--- config.mk ---
export PLATFORM = sky130hd
export DESIGN_NAME = parity_check
export DESIGN_NICKNAME = d
export VERILOG_FILES = /design/src/rtl/parity_pkg.sv /design/src/rtl/parity_calc.sv /design/src/rtl/parity_check.sv
export SDC_FILE = /design/constraint.sdc
export NUM_CORES = 1
export LEC_CHECK = 0
export CAP_MARGIN = 20
export CORE_MARGIN = 4
export CORE_UTILIZATION = 45
export DETAILED_ROUTE_END_ITERATION = 10
export PLACE_DENSITY = 0.81
export SYNTH_ARGS = -nofsm -noshare
export SYNTH_HDL_FRONTEND = slang
export SYNTH_SLANG_ARGS = --single-unit
--- constraint.sdc ---
create_clock -name clk -period 3.5 [get_ports clk]
set_clock_uncertainty 0.15 [all_clocks]
set_input_delay 0.875 -clock clk [delete_from_list [all_inputs] [get_ports clk]]
set_output_delay 0.875 -clock clk [all_outputs]
set_load 0.005 [all_outputs]
--- src/rtl/parity_pkg.sv ---
// Shared parity definitions for the checker and the upstream generator.
// Holds the checker state type, byte count and per-byte parity helper.
package parity_pkg;

   typedef enum logic {
      RUN  = 1'b0,
      HALT = 1'b1
   } state_e;

   localparam int DW_DEF = 32;
   localparam int BYTES  = DW_DEF / 8;

   function automatic logic byte_parity(input logic [7:0] b);
      return ^b;
   endfunction

endpackage

--- src/rtl/parity_calc.sv ---
// Combinational per-byte even-parity generator.
// Bit i of exp_o covers din_i[8i+7:8i].
module parity_calc
   import parity_pkg::*;
#(
   parameter int DW = 32
) (
   input  logic [DW-1:0]   din_i,
   output logic [DW/8-1:0] exp_o
);

   // one parity bit per byte lane
   always_comb begin
      exp_o = '0;
      for (int i = 0; i < DW / 8; i++) begin
         exp_o[i] = byte_parity(din_i[8*i +: 8]);
      end
   end

endmodule

--- src/rtl/parity_check.sv ---
// Registered parity checker with error counters and halt-on-burst.
// Clear pulse zeroes counters and resumes from HALT.
module parity_check
   import parity_pkg::*;
#(
   parameter int DW        = 32,
   parameter int ERR_LIMIT = 3,
   parameter int CNT_W     = 16
) (
   input  logic              clk,
   input  logic              rst_n,
   input  logic              in_valid,
   output logic              in_ready,
   input  logic [DW-1:0]     din,
   input  logic [DW/8-1:0]   parity,
   output logic              out_valid,
   input  logic              out_ready,
   output logic [DW-1:0]     dout,
   output logic [DW/8-1:0]   err_byte,
   output logic [CNT_W-1:0]  err_cnt,
   output logic              err_sticky,
   output logic              halted,
   input  logic              clr_err
);

   localparam int NB = DW / 8;
   localparam logic [3:0] LIMIT = 4'(ERR_LIMIT);
   localparam logic [CNT_W-1:0] ONE = {{(CNT_W-1){1'b0}}, 1'b1};

   state_e            state_q;
   logic              out_valid_q, out_valid_d;
   logic [DW-1:0]     dout_q, dout_d;
   logic [NB-1:0]     err_byte_q, err_byte_d;
   logic [CNT_W-1:0]  err_cnt_q, err_cnt_d;
   logic              sticky_q, sticky_d;
   logic [3:0]        consec_q, consec_d;
   logic [NB-1:0]     exp_par;
   logic [NB-1:0]     err;
   logic              accept;
   logic              bad;

   parity_calc #(.DW(DW)) u_calc (
      .din_i (din),
      .exp_o (exp_par)
   );

   assign err      = exp_par ^ parity;
   assign bad      = |err;
   assign in_ready = rst_n && (state_q == RUN)
                     && (!out_valid_q || out_ready);
   assign accept   = in_valid && in_ready;

   // next-state for output register and counters; clear overrides
   always_comb begin
      out_valid_d = out_valid_q;
      dout_d      = dout_q;
      err_byte_d  = err_byte_q;
      err_cnt_d   = err_cnt_q;
      sticky_d    = sticky_q;
      consec_d    = consec_q;
      if (out_valid_q && out_ready) begin
         out_valid_d = 1'b0;
      end
      if (accept) begin
         out_valid_d = 1'b1;
         dout_d      = din;
         err_byte_d  = err;
         if (bad) begin
            if (err_cnt_q != '1) begin
               err_cnt_d = err_cnt_q + ONE;
            end
            sticky_d = 1'b1;
            if (consec_q != 4'hF) begin
               consec_d = consec_q + 4'd1;
            end
         end else begin
            consec_d = '0;
         end
      end
      if (clr_err) begin
         err_cnt_d = '0;
         sticky_d  = 1'b0;
         consec_d  = '0;
      end
   end

   // data path and counter registers
   always_ff @(posedge clk) begin
      if (!rst_n) begin
         out_valid_q <= 1'b0;
         dout_q      <= '0;
         err_byte_q  <= '0;
         err_cnt_q   <= '0;
         sticky_q    <= 1'b0;
         consec_q    <= '0;
      end else begin
         out_valid_q <= out_valid_d;
         dout_q      <= dout_d;
         err_byte_q  <= err_byte_d;
         err_cnt_q   <= err_cnt_d;
         sticky_q    <= sticky_d;
         consec_q    <= consec_d;
      end
   end

   // RUN/HALT control: halt on error burst, resume on clear
   always_ff @(posedge clk) begin
      if (!rst_n) begin
         state_q <= RUN;
      end else begin
         unique case (state_q)
            RUN: begin
               if (accept && bad && (consec_d == LIMIT)) begin
                  state_q <= HALT;
               end
            end
            HALT: begin
               if (clr_err) begin
                  state_q <= RUN;
               end
            end
         endcase
      end
   end

   assign out_valid  = out_valid_q;
   assign dout       = dout_q;
   assign err_byte   = err_byte_q;
   assign err_cnt    = err_cnt_q;
   assign err_sticky = sticky_q;
   assign halted     = (state_q == HALT);

endmodule

==> impl_metrics.csv <==
group,metric,value,unit
clock_network,cts_resized,0,
clock_network,clock_latency,0.33,ns
global_routing,antenna_found_initial,0,
placed_design,dp_slack,0.101,ns
power_and_ir_drop,power,0.00159,W
clock_network,cts_sinks,59,
clock_network,cts_hold_buffers,0,
worst_setup_path,crit_path_end_kind,"output pin",
route,first_pass_iters,4,
synthesis,synth_cells,332,
worst_setup_path,worst_path_max_delay_cell,"clkdlybuf4s50_1",
worst_setup_path,required,2.47,ns
floorplan,fp-row-count,28,
final_layout,area_delta_synth_final,43.8,%
timing,max_slew.worst_pin.slew,0.637,ns
worst_setup_path,crit_top_cell,"clkdlybuf4s50_1",
synthesis,yosys.area_share.simple,0.251,
worst_setup_path,reg2regPathDepth,7,
synthesis,synth-seq-cells,59,
power_and_ir_drop,power.switching,0.000406,W
synthesis,ys_async_sr_fraction,0,
clock_network,cts_buffer_depth,2,
route,ant_nets,0,
route,wl,7150,um
global_routing,grt_pass1_wl,11500,um
global_routing,grt_usage,0.192,
synthesis,ys_seq_area_frac,0.417,
synthesis,synth_xor_xnor_area_share,0.106,
route,drt_iter0_markers,140,
global_routing,grt_max_degree,38,
worst_setup_path,path_cells,"clkdlybuf4s50_1 > nand2b_1 > and3b_1 > clkdlybuf4s50_1",
job,drv_cap,0,
route,dr_total_vias,2649,
synthesis,synth_edf_count,0,
timing,fin_crit,3.22,ns
timing,hold_viol_final,0,
min_path,hold_path_depth,2,
power_and_ir_drop,p_int,0.00118,W
min_path,min-delay-start,"dout[9]",
worst_setup_path,path_class,"in -> out",
floorplan,die_h,87.4,um
worst_setup_path,r2r_slack,0.94,ns
final_layout,fin_cells,513,
synthesis,syn_area,2830,um^2
route,viasPerCell,5.16,
clock_network,numCtsBuffers,9,
timing,fin_ws,0.279,ns
floorplan,die_area,7630,um^2
timing,rsz0062_at_grt,"false",
final_layout,fillers,510,
clock_network,h-tree-depth,3,
worst_setup_path,timing.rr.start,"err_cnt[1]",
power_and_ir_drop,combPwrFrac,0.211,
worst_setup_path,r2r_end,"err_cnt[14]",
timing,setup-tns-final,0,ns
floorplan,core,6030,um^2
route,wl_per_cell,13.9,um
power_and_ir_drop,p_seq_frac,0.447,
power_and_ir_drop,power_density,390,nW/um^2
placed_design,post-dp-hpwl,5370,um
global_routing,grt_pass1_vias,2492,
placed_design,placed_area,3900,um^2
placed_design,gp_congestion,0.850,
timing,max_freq,310,MHz
timing,final_max_slew_viol_count,0,
synthesis,synth-compound-area-share,0.154,
placed_design,port-buffer-count,96,
synthesis,synth_top_family_by_area,"simple AND/OR/NAND/NOR gates",
floorplan,ioPinCount,97,
worst_setup_path,crit_family,"buffers and inverters",
min_path,worstHoldEndpoint,"dout[9]",
clock_network,cts_root_buffer,"clkbuf_8",
synthesis,synth.net_count,375,
worst_setup_path,crit_buf_inv,2,
floorplan,initial_utilization,0.470,
min_path,hold_path_class,"reg -> reg",
power_and_ir_drop,ir_drop,0.000221,V
clock_network,path_clk_slew,0.06,ns
final_layout,seqCellArea,1180,um^2
worst_setup_path,cp.arrival,2.20,ns
synthesis,synth_fa_ha_area_frac,0.00883,
synthesis,synthMuxAreaShare,0.0283,
floorplan,die_w,87.4,um
worst_setup_path,cp_max_fo,4,
power_and_ir_drop,switching_share,0.256,
final_layout,finalInstanceArea,4080,um^2
final_layout,multiInputGateArea,1550,um^2
final_layout,drive_gt1_frac,0.0753,
final_layout,num-nets-final,476,
synthesis,synth_cell_types,43,
placed_design,dp_cells,497,
worst_setup_path,cpPeakStageDelay,0.51,ns
timing,finalCritPeriodShare,0.920,
route,drc,0,
synthesis,avgSynthCellArea,8.54,um^2
worst_setup_path,start_kind,"input port",
power_and_ir_drop,p_leak,1.49,nW
timing,finalSetupViolCount,0,
synthesis,ys.warnings.count,0,
clock_network,postCtsSetupRepairBufs,0,
status,status,"finished, final reports clean",
power_and_ir_drop,power_frac_clock,0.341,
synthesis,yosys_most_used_dff,"dfxtp_1",
timing,slew-limit-headroom,0.573,
final_layout,n_antenna_cell,0,
clock_network,cts_tree,"built",
global_routing,grt_overflow,0,
[sequential cells by signal (all words and copies together) (netlist names)]
name,count
dout,32
err_cnt,16
halted,1
consec_q,4
err_sticky,1
err_byte,4
out_valid,1
[routing by layer]
metal,routed length [um],global-route usage
met4,140,0.0865
met5,0,0
met1,3070,0.226
met2,3430,0.319
met3,511,0.0568
[layout by cell type (no fill, tap or decap), types with 4 or more instances in the layout]
| master | n |
|---|---|
| clkbuf_8 | 11 |
| nor4_1 | 5 |
| nand2_1 | 84 |
| xor2_1 | 8 |
| and2_1 | 4 |
| nand4_1 | 5 |
| a21boi_0 | 33 |
| xnor2_1 | 16 |
| buf_4 | 14 |
| nor3_1 | 4 |
| dfxtp_1 | 59 |
| a21oi_1 | 10 |
| and3_1 | 4 |
| mux2i_1 | 8 |
| nand3_1 | 12 |
| clkdlybuf4s50_1 | 96 |
| nand2b_1 | 8 |
| nor2_1 | 9 |
| o21ai_0 | 9 |
[power by group through the flow]
stage	logic [W]	clock network (W)	registers (W)
after floorplan	0.000170	0	0.000726
after global placement	0.000331	0	0.000724
after detailed placement	0.000337	0	0.000725
after CTS	0.000338	0.000553	0.000710
after global routing	0.000364	0.000583	0.000713
final	0.000335	0.000542	0.000710
[through the flow]
stage           util  hold slack (ns)
6_report       0.676            0.309
2_1_floorplan      -            0.310
3_3_place_gp   0.648            0.299
4_1_cts        0.676            0.316
3_5_place_dp   0.648            0.307
5_1_grt        0.676            0.328
[Yosys cell counts (all sizes together) (4+ instances only)]
| library cell | count | area [um^2] |
|---|---|---|
| nand3 | 12 | 60.1 |
| nand2b | 8 | 50.1 |
| a21boi | 33 | 248 |
| o21ai | 9 | 45.0 |
| xnor2 | 16 | 140 |
| or3 | 4 | 27.5 |
| and2 | 4 | 25.0 |
| and3 | 4 | 25.0 |
| nand2 | 84 | 315 |
| nor2 | 9 | 33.8 |
| a21oi | 10 | 50.1 |
| nand4 | 5 | 31.3 |
| clkbuf | 15 | 56.3 |
| xnor3 | 4 | 91.3 |
| nor4 | 5 | 31.3 |
| buf | 5 | 35.0 |
| dfxtp | 59 | 1180 |
| mux2i | 8 | 80.1 |
| xor2 | 8 | 70.1 |
| nor3 | 4 | 20.0 |
[worst register-to-register path: cells and delay by family (launching register included)]
kind / cells / cell delay [ns]
adders and majority gates: 1 / 0.22
DFF: 1 / 0.42
AOI/OAI and AO/OA: 3 / 1.06
and+or+nand+nor: 3 / 0.65
[kinds of logic after synthesis]
kind of cell	after synthesis
AO/OA/AOI/OAI	63
XOR/XNOR	28
adder cells (fa/ha/maj)	2
buffers and inverters	22
flip-flops	59
multiplexers	8
AND/OR/NAND/NOR	150
[worst max path at each step]
stage                         start          end  depth (start not counted)
after global routing      out_ready     in_ready                          4
after global placement      din[12]   err_cnt[0]                          8
after CTS                 out_ready     in_ready                          4
final                     out_ready     in_ready                          4
after floorplan             din[27]  consec_q[0]                          7
after detailed placement    din[12]   err_cnt[0]                          8
[cell type report]
class / count / share of cell area
clock inverter: 2 / 0.00246
timing repair buffer: 110 / 0.262
clock buffer: 14 / 0.0399
tap: 75 / 0.0230
sequential: 59 / 0.290
multi-input combinational: 251 / 0.381
inverter: 2 / 0.00184
Note: power is estimated with default switching activity, not from simulation.
